--- config.mk ---
export PLATFORM = sky130hd
export DESIGN_NAME = fetch_stage
export DESIGN_NICKNAME = d
export VERILOG_FILES = /design/src/rtl/cpu_types_pkg.sv /design/src/rtl/if_id_skid.sv /design/src/rtl/fetch_stage.sv
export SDC_FILE = /design/constraint.sdc
export NUM_CORES = 1
export LEC_CHECK = 0
export ABC_AREA = 1
export CORE_AREA = 2 2 116 203
export DETAILED_ROUTE_END_ITERATION = 12
export DIE_AREA = 0 0 118 205
export PLACE_DENSITY_LB_ADDON = 0.2
export SYNTH_ARGS = -nofsm -noshare
export SYNTH_HDL_FRONTEND = slang
export SYNTH_SLANG_ARGS = --single-unit
--- constraint.sdc ---
create_clock -name CLK -period 4.8 [get_ports CLK]
set_clock_uncertainty 0.15 [all_clocks]
set_input_delay 0.72 -clock CLK [delete_from_list [all_inputs] [get_ports CLK]]
set_output_delay 0.72 -clock CLK [all_outputs]
set_load 0.03 [all_outputs]
--- src/rtl/cpu_types_pkg.sv ---
// Shared types for the pipeline front end: word, fetch FSM states and R-type field layout.
package cpu_types_pkg;

    typedef logic [31:0] word_t;

    typedef enum logic [1:0] {
        IDLE   = 2'd0,
        FETCH  = 2'd1,
        HOLD   = 2'd2,
        HALTED = 2'd3
    } fetch_state_t;

    typedef struct packed {
        logic [5:0] opcode;
        logic [4:0] rs;
        logic [4:0] rt;
        logic [4:0] rd;
        logic [4:0] shamt;
        logic [5:0] funct;
    } r_t;

    localparam word_t WORD_BYTES  = 32'd4;
    localparam word_t ALIGN_MASK  = 32'hFFFF_FFFC;

endpackage

--- src/rtl/if_id_skid.sv ---
// One-entry holding register for an instruction that returned while decode was stalled.
module if_id_skid
    import cpu_types_pkg::*;
(
    input  logic  clk_i,
    input  logic  rst_n_i,
    input  logic  load_i,
    input  logic  clear_i,
    input  word_t instr_i,
    input  word_t pc4_i,
    output word_t instr_o,
    output word_t pc4_o
);

    word_t instr_q;
    word_t pc4_q;

    // Clear doubles as drain: once the entry moves into IF/ID it is dropped.
    always_ff @(posedge clk_i or negedge rst_n_i) begin
        if (!rst_n_i) begin
            instr_q <= '0;
            pc4_q   <= '0;
        end else if (clear_i) begin
            instr_q <= '0;
            pc4_q   <= '0;
        end else if (load_i) begin
            instr_q <= instr_i;
            pc4_q   <= pc4_i;
        end
    end

    assign instr_o = instr_q;
    assign pc4_o   = pc4_q;

endmodule

--- src/rtl/fetch_stage.sv ---
// Instruction fetch: PC, imem request/ihit handshake, IF/ID register and skid entry.
//   state  | meaning
//   IDLE   | just out of reset, no request yet
//   FETCH  | requesting imem[PC], waiting for ihit
//   HOLD   | skid holds a returned instruction, decode stalled
//   HALTED | sticky stop after HALT, left only by reset
module fetch_stage
    import cpu_types_pkg::*;
#(
    parameter word_t PC_INIT = 32'h0000_0000
) (
    input  logic  CLK,
    input  logic  nRST,
    output logic  imemREN,
    output word_t imemaddr,
    input  logic  ihit,
    input  word_t imemload,
    input  logic  pc_enable,
    input  logic  enable_ID,
    input  logic  flush_ID,
    input  logic  stall_mem,
    input  logic  redirect,
    input  word_t redirect_pc,
    input  logic  halt,
    output word_t instr_ID,
    output word_t pc4_ID,
    output logic  valid_ID
);

    fetch_state_t state_q, state_d;
    word_t        pc_q, pc_d;
    word_t        instr_q, instr_d;
    word_t        pc4_q, pc4_d;
    logic         valid_q, valid_d;

    logic  advance;
    logic  skid_load;
    logic  skid_clear;
    word_t skid_instr;
    word_t skid_pc4;
    word_t pc_plus4;

    assign advance  = enable_ID & ~pc_enable & ~stall_mem;
    assign pc_plus4 = pc_q + WORD_BYTES;

    if_id_skid u_skid (
        .clk_i   (CLK),
        .rst_n_i (nRST),
        .load_i  (skid_load),
        .clear_i (skid_clear),
        .instr_i (imemload),
        .pc4_i   (pc_plus4),
        .instr_o (skid_instr),
        .pc4_o   (skid_pc4)
    );

    always_ff @(posedge CLK or negedge nRST) begin
        if (!nRST) begin
            state_q <= IDLE;
            pc_q    <= PC_INIT;
            instr_q <= '0;
            pc4_q   <= '0;
            valid_q <= 1'b0;
        end else begin
            state_q <= state_d;
            pc_q    <= pc_d;
            instr_q <= instr_d;
            pc4_q   <= pc4_d;
            valid_q <= valid_d;
        end
    end

    always_comb begin
        state_d    = state_q;
        pc_d       = pc_q;
        instr_d    = instr_q;
        pc4_d      = pc4_q;
        valid_d    = valid_q;
        skid_load  = 1'b0;
        skid_clear = 1'b0;

        case (state_q)
            IDLE: state_d = FETCH;
            FETCH: begin
                if (ihit) begin
                    pc_d = pc_plus4;
                    if (advance) begin
                        instr_d = imemload;
                        pc4_d   = pc_plus4;
                        valid_d = 1'b1;
                    end else begin
                        skid_load = 1'b1;
                        state_d   = HOLD;
                    end
                end else if (advance) begin
                    instr_d = '0;
                    pc4_d   = '0;
                    valid_d = 1'b0;
                end
            end
            HOLD: begin
                if (advance) begin
                    instr_d    = skid_instr;
                    pc4_d      = skid_pc4;
                    valid_d    = 1'b1;
                    skid_clear = 1'b1;
                    state_d    = FETCH;
                end
            end
            default: ;
        endcase

        // Later overrides win, so these appear in increasing priority order.
        if (flush_ID) begin
            instr_d = '0;
            pc4_d   = '0;
            valid_d = 1'b0;
        end

        if (redirect && (state_q != HALTED)) begin
            pc_d       = redirect_pc & ALIGN_MASK;
            instr_d    = '0;
            pc4_d      = '0;
            valid_d    = 1'b0;
            skid_load  = 1'b0;
            skid_clear = 1'b1;
            state_d    = FETCH;
        end

        if (halt || (state_q == HALTED)) begin
            pc_d       = pc_q;
            instr_d    = '0;
            pc4_d      = '0;
            valid_d    = 1'b0;
            skid_load  = 1'b0;
            skid_clear = 1'b1;
            state_d    = HALTED;
        end
    end

    assign imemREN  = (state_q == FETCH);
    assign imemaddr = pc_q;
    assign instr_ID = instr_q;
    assign pc4_ID   = pc4_q;
    assign valid_ID = valid_q;

endmodule

==> results by group, run 1 <==
Status
  • Result of the run: finished clean

Placement
  • Placed Cells incl. Taps: roughly 1,400
  • Routability cong.: approximately 0.96
  • IO buf count: approximately 170
  • Post-DP HPWL: between 15 and 20 mm
  • DP Worst Slack: 1.43 ns

STA
  • Slew HR: 0.382
  • Final period utilization: 0.646
  • Worst-Margin Slew: roughly 0.92 ns
  • Final Critical Period: about 3.1 ns
  • Setup-failing EPs final: 0
  • Slew Viols, Final: 0
  • Final setup margin: between 1.5 and 2 ns
  • F_max: between 0.3 and 0.4 GHz
  • RSZ-0062 raised after global routing: false
  • Sum of negative setup slack: 0 ns
  • Final Hold Vio Count: 0

Run
  • Number of max-cap violations: 0

Cells and area
  • Finished Core Util: 0.455
  • Layout Cells excl Fill: 1,464
  • Final #Nets: around 1,200
  • Syn-to-layout area delta: 31.7%
  • Antenna Cells: 0
  • Ratio of cells with drive above 1 in the final layout: 0.0507

Synth
  • Yosys reg bits: 158
  • Register area share after synthesis: 0.508
  • Post-Syn Area: a little under 8000 µm²
  • Syn_area_per_cell: 7.72 µm²
  • Yosys cell types: 33
  • Syn Inst Count: 1,009
  • Yosys warns: 0

Setup path
  • CP Data Arrival Time: roughly 3.3 ns
  • Worst EP required: a little under 5 ns
  • CP Capture Type: flop
  • Worst setup SP type: flop
  • Worst Setup Path Type: reg -> reg
  • Critical Path Fanout Max: 45
  • Reg2reg setup slack: around 1.7 ns

Floorplan
  • Row cnt: 73
  • Die X: between 100 and 150 µm
  • Die height: 205 µm
  • Die area: between 20,000 and 25,000 µm²
  • Num ports: 171
  • Area of the core: ~23,000 µm²
  • Starting Density: 0.345

Clock tree
  • CTS tree: done
  • Clock latency on the worst-skew pair: roughly 0.43 ns
  • Post-CTS sizing: 0
  • Clk buf depth: 2
  • Cts bufs inserted: 17
  • H-tree levels: 4
  • Hold_buf cts: 0
  • CTS clock-pin slew for the worst setup and hold paths: ~0.060 ns
  • Clk sinks: approximately 160
  • Postcts setup bufs: 0
  • Root Buffer: clkbuf_16

Power
  • Worst VDD drop: between 0.2 and 0.3 mV
  • Power Density: roughly 420 nW/µm²
  • Static leakage: between 5 and 6 nW

Global routing
  • First-pass GRT wire length: roughly 38 mm
  • Vias in the first global route: about 7,000
  • Global route overflow: 0
  • Initial antenna violation count: 0
  • GRT Util Overall: 0.203
  • Largest net degree at the start of global routing: 93

Drt
  • Vias: slightly above 7,000
  • Routed length per placed instance: around 17 µm
  • Total iterations of the first detailed-routing run: 6
  • Post-route DRC: 0
  • Post-route ant nets: 0
  • 1st-iter DRT viols: 510
  • Drt total wl: about 24 mm
  • Drt via density: 4.89

Min path
  • Hold crit path type: in -> async
-- Yosys cell counts --
cell type,count,area (µm²)
o21bai_2,1,11.3
nor2_1,65,244
o211ai_1,2,15.0
inv_2,7,26.3
nor2_8,1,20.0
clkbuf_1,27,101
o21a_1,3,22.5
nand2_1,363,1360
o21ai_0,14,70.1
o21ai_1,3,15.0
o21bai_1,1,7.51
a22oi_1,11,82.6
xor2_1,13,114
o21ai_2,1,8.76
buf_4,3,22.5
conb_1,1,3.75
and2_1,1,6.26
nand2_2,2,12.5
buf_2,14,70.1
dfrtp_1,158,3950
ha_1,1,12.5
nor2_4,1,11.3
inv_1,114,428
nor3_1,1,5.00
nand3b_1,1,7.51
nor2_2,3,18.8
o22ai_1,85,532
buf_1,1,3.75
a21boi_0,1,7.51
a21oi_1,33,165
nand3_1,68,340
a31oi_1,3,18.8
buf_6,6,67.6
-- flip-flops by register name, summed over array words and instances, names as in the netlist --
name,cells
state_q,2
u_skid.pc4_o,30
imemaddr,30
valid_ID,1
pc4_ID,31
u_skid.instr_o,32
instr_ID,32
-- through the flow --
| step | hold slack [ns] | power [mW] | area (µm²) |
|---|---|---|---|
| final | 0.195 | 4.32 | 10300 |
| after global routing | 0.268 | 4.52 | 10300 |
| after CTS | 0.256 | 4.36 | 10300 |
| after detailed placement | 0.314 | 2.95 | 9650 |
| after global placement | 0.313 | 2.94 | 9650 |
| after floorplan | 0.274 | 2.36 | 7790 |
-- power by group --
group	switching (mW)	internal, mW
sequential	0.198	1.45
combinational	0.796	0.474
clock	0.549	0.853
-- routing by layer --
layer / vias to the layer above / part of all wire / track usage
li1: 3515 / - / -
met1: 3406 / 0.39 / 0.224
met2: 190 / 0.54 / 0.375
met3: 47 / 0.030 / 0.0290
met4: 0 / 0.041 / 0.105
met5: - / 0 / 0
-- area by class of cell --
cell class / instances / area, µm²
timing repair buffer: 175 / 1740
inverter: 121 / 454
tap: 300 / 375
sequential: 158 / 3950
clock buffer: 20 / 467
fill: 2296 / 12300
multi-input combinational: 680 / 3130
clock inverter: 10 / 139
-- final timing paths --
path | startpoint | endpoint | cells after the start
setup / recovery | state_q[1] | u_skid.pc4_o[9] | 9
hold / removal | nRST | imemaddr[30] | 1
setup reg to reg | state_q[1] | u_skid.pc4_o[9] | 9
hold reg to reg | instr_ID[18] | instr_ID[18] | 2
max in group asynchronous | nRST | u_skid.instr_o[7] | 2
min in group CLK | instr_ID[18] | instr_ID[18] | 2
-- critical path, stage by stage, from the launching register on --
cell	delay, ns
dfrtp_1	0.39
inv_2	0.07
nor2_1	0.04
buf_4	0.21
inv_2	0.66
nor2_1	0.11
nor2_1	0.13
buf_4	0.27
nand2_2	0.57
o22ai_1	0.38
-- kinds of logic (layout without fill, tap and decap cells) --
| group | count (synthesis) | in the layout | share of synthesized area |
|---|---|---|---|
| buffers and inverters | 172 | 326 | 0.0924 |
| other | 1 | 2 | 0.000482 |
| XOR/XNOR | 13 | 13 | 0.0146 |
| flip-flops | 158 | 158 | 0.508 |
| AO/OA/AOI/OAI | 158 | 158 | 0.123 |
| AND/OR/NAND/NOR | 506 | 506 | 0.260 |
| adder cells (fa/ha/maj) | 1 | 1 | 0.00161 |
-- cells in the final DEF (no fill, tap or decap), types with 2 or more instances in the layout --
cell | synthesis | routed
a21oi_1 | 33 | 33
a22oi_1 | 11 | 11
a31oi_1 | 3 | 3
buf_4 | 3 | 8
bufinv_16 | 0 | 3
clkbuf_16 | 0 | 17
clkbuf_8 | 0 | 3
clkdlybuf4s50_1 | 0 | 165
clkinv_2 | 0 | 2
clkinvlp_4 | 0 | 4
conb_1 | 1 | 2
dfrtp_1 | 158 | 158
inv_1 | 114 | 114
inv_2 | 7 | 7
nand2_1 | 363 | 361
nand2_2 | 2 | 4
nand3_1 | 68 | 68
nor2_1 | 65 | 64
nor2_2 | 3 | 4
o211ai_1 | 2 | 2
o21a_1 | 3 | 3
o21ai_0 | 14 | 14
o21ai_1 | 3 | 3
o22ai_1 | 85 | 85
xor2_1 | 13 | 13
(Power assumes the default switching activity.)
==> run 2, diff against run 1 <==
- clock period: 4.8 -> 2.7 ns (I/O delays scaled with it)
==> run 2 against run 1 <==
Effect of this change: via count is 0.70% lower; largest cell class unchanged; sequential share of layout area is 0.34 points lower; hold slack better by 0.13 ns; wire length is 0.80% lower.
==> results by group, run 2 (synthesized netlist as in run 1, its figures left out) <==
Clock tree
  • Clk sinks: 158 (unchanged)
  • CTS tree: done
  • Root Buffer: clkbuf_16
  • CTS clock-pin slew for the worst setup and hold paths: 0.06 ns (about the same)
  • Postcts setup bufs: 0 (unchanged)
  • Clk buf depth: 2 (unchanged)
  • H-tree levels: 4 (unchanged)
  • Clock latency on the worst-skew pair: 0.43 ns (about the same)
  • Hold_buf cts: 1 (+1)
  • Cts bufs inserted: 17 (unchanged)
  • Post-CTS sizing: 0 (unchanged)

Cells and area
  • Antenna Cells: 0 (unchanged)
  • Ratio of cells with drive above 1 in the final layout: 0.0577 (+0.00704)
  • Most common cell after layout, fill and taps aside: nand2_1
  • Multi-input gate area: 3130 µm² (unchanged)
  • Most frequent cells in the layout: nand2_1 (361), clkdlybuf4s50_1 (165), dfrtp_1 (158), inv_1 (114), o22ai_1 (85)
  • Final #Nets: 1,242 (+1.2%)
  • Sequential cell area: 3950 µm² (unchanged)
  • Syn-to-layout area delta: 32.9%
  • Fillcell total: 2,331 (+1.5%)

Power
  • Power Density: 726 nW/µm² (+72%)
  • Power share of the combinational group: 0.302 (+0.008)
  • Internal: 4.80 mW (+73%)
  • Sw Share: 0.361 (+0.00419)
  • Clk pwr share: 0.308 (-0.017)
  • Sequential share of power: 0.390 (+0.009)
  • NetSw: 2.72 mW (+76%)
  • Worst VDD drop: 0.389 mV (+44%)
  • Static leakage: 5.07 nW (+1.2%)

STA
  • Worst-Margin Slew: 0.540 ns (-0.384 ns)
  • Slew HR: 0.640 (+0.258)
  • Final Critical Period: approximately 2.3 ns
  • Slew Viols, Final: 0 (unchanged)
  • Final period utilization: 0.852
  • Sum of negative setup slack: 0 ns (unchanged)
  • RSZ-0062 raised after global routing: false
  • Final setup margin: 0.400 ns (-1.30 ns)
  • Final Hold Vio Count: 0 (unchanged)
  • F_max: between 0.4 and 0.5 GHz
  • Setup-failing EPs final: 0 (unchanged)

Floorplan
  • Die height: 205 µm (unchanged)
  • Starting Density: 0.345 (unchanged)
  • Num ports: 171 (unchanged)
  • Row cnt: 73 (unchanged)
  • Area of the core: 22,600 µm² (unchanged)
  • Die area: 24,200 µm² (unchanged)
  • Die X: 118 µm (unchanged)

Min path
  • Hold crit path type: reg -> reg
  • Hold Path Cell Cnt: 2
  • Worst hold path startpoint: instr_ID[12]

Setup path
  • CP Launch Point: state_q[1]
  • Worst Setup Path Type: reg -> out
  • Worst setup SP type: flop
  • Critical Path Fanout Max: 3 (-93%)
  • CP Capture Type: output pin
  • Launch point of the worst reg-to-reg path: imemaddr[2]
  • CP Data Arrival Time: 1.74 ns (-1.53 ns)
  • Worst EP required: 2.14 ns (-2.83 ns)
  • R2R depth: 8 (-1)

Drt
  • Drt total wl: 24.2 mm (-0.80%)
  • Post-route ant nets: 0 (unchanged)
  • Total iterations of the first detailed-routing run: 5 (-1)
  • Post-route DRC: 0 (unchanged)
  • 1st-iter DRT viols: 395 (-23%)
  • Vias: 7,108 (-0.70%)
  • Drt via density: 4.81 (-1.6%)
  • Routed length per placed instance: 16.3 µm (-1.7%)

Placement
  • Routability cong.: 0.932 (-3.1%)
  • Post-DP HPWL: 17.5 mm (+3.0%)
  • IO buf count: 166 (unchanged)
  • DP Worst Slack: 0.302 ns (-1.13 ns)

Run
  • Number of max-cap violations: 0 (unchanged)

Global routing
  • Global route overflow: 0 (unchanged)
  • GRT Util Overall: 0.207 (+0.00400)
  • Vias in the first global route: 7,257 (+4.3%)
  • Initial antenna violation count: 0 (unchanged)
  • Largest net degree at the start of global routing: 53 (-43%)
  • First-pass GRT wire length: 38.7 mm (+2.4%)

Status
  • Result of the run: finished clean
run 2: power groups by stage:
| stage | clock network [mW] | logic, mW | registers [mW] |
|---|---|---|---|
| 4_1_cts | 2.38 | 2.29 | 2.93 |
| 3_3_place_gp | 0 | 2.27 | 2.97 |
| 3_5_place_dp | 0 | 2.28 | 2.97 |
| 6_report | 2.32 | 2.27 | 2.93 |
| 5_1_grt | 2.47 | 2.47 | 2.97 |
| 2_1_floorplan | 0 | 0.920 | 3.27 |
run 2: metrics by stage:
step                      total power, mW  instances  utilization  area [µm²]  hold WS (ns)
after detailed placement             5.25       1448        0.434        9790         0.252
after global routing                 7.90       1478        0.459       10300         0.351
final                                7.52       1478        0.459       10300         0.324
after CTS                            7.60       1478        0.459       10300         0.331
after floorplan                      4.19       1010            -        7790       -0.0406
after global placement               5.24       1448        0.434        9790         0.251
run 2: area by class of cell:
class | instances | area share
Timing Repair Buffer | 190 | 0.183
Multi-Input combinational cell | 680 | 0.302
Inverter | 121 | 0.0439
Tap cell | 300 | 0.0363
Sequential cell | 158 | 0.382
Clock inverter | 7 | 0.00882
Clock buffer | 22 | 0.0439
run 2: routing by layer:
metal,part of all wire,vias to the layer above,GRT usage
li1,-,3559,-
met1,0.38,3351,0.221
met2,0.55,157,0.391
met3,0.030,41,0.0345
met4,0.036,0,0.0985
met5,0,-,0
run 2: final timing paths:
| path | end | slack (ns) |
|---|---|---|
| max | imemREN | 0.40 |
| min | instr_ID[12] | 0.32 |
| max reg2reg | imemaddr[14] | 0.42 |
| min reg2reg | instr_ID[12] | 0.32 |
| max in group asynchronous | u_skid.instr_o[29] | 1.32 |
| min in group asynchronous | imemaddr[30] | 0.34 |
run 2: worst max-delay path: stages, from the launching register on:
cell and delay [ns]:
dfrtp_1 0.39, inv_2 0.07, nand2_1 0.09, inv_2 0.10, clkdlybuf4s50_1 0.67
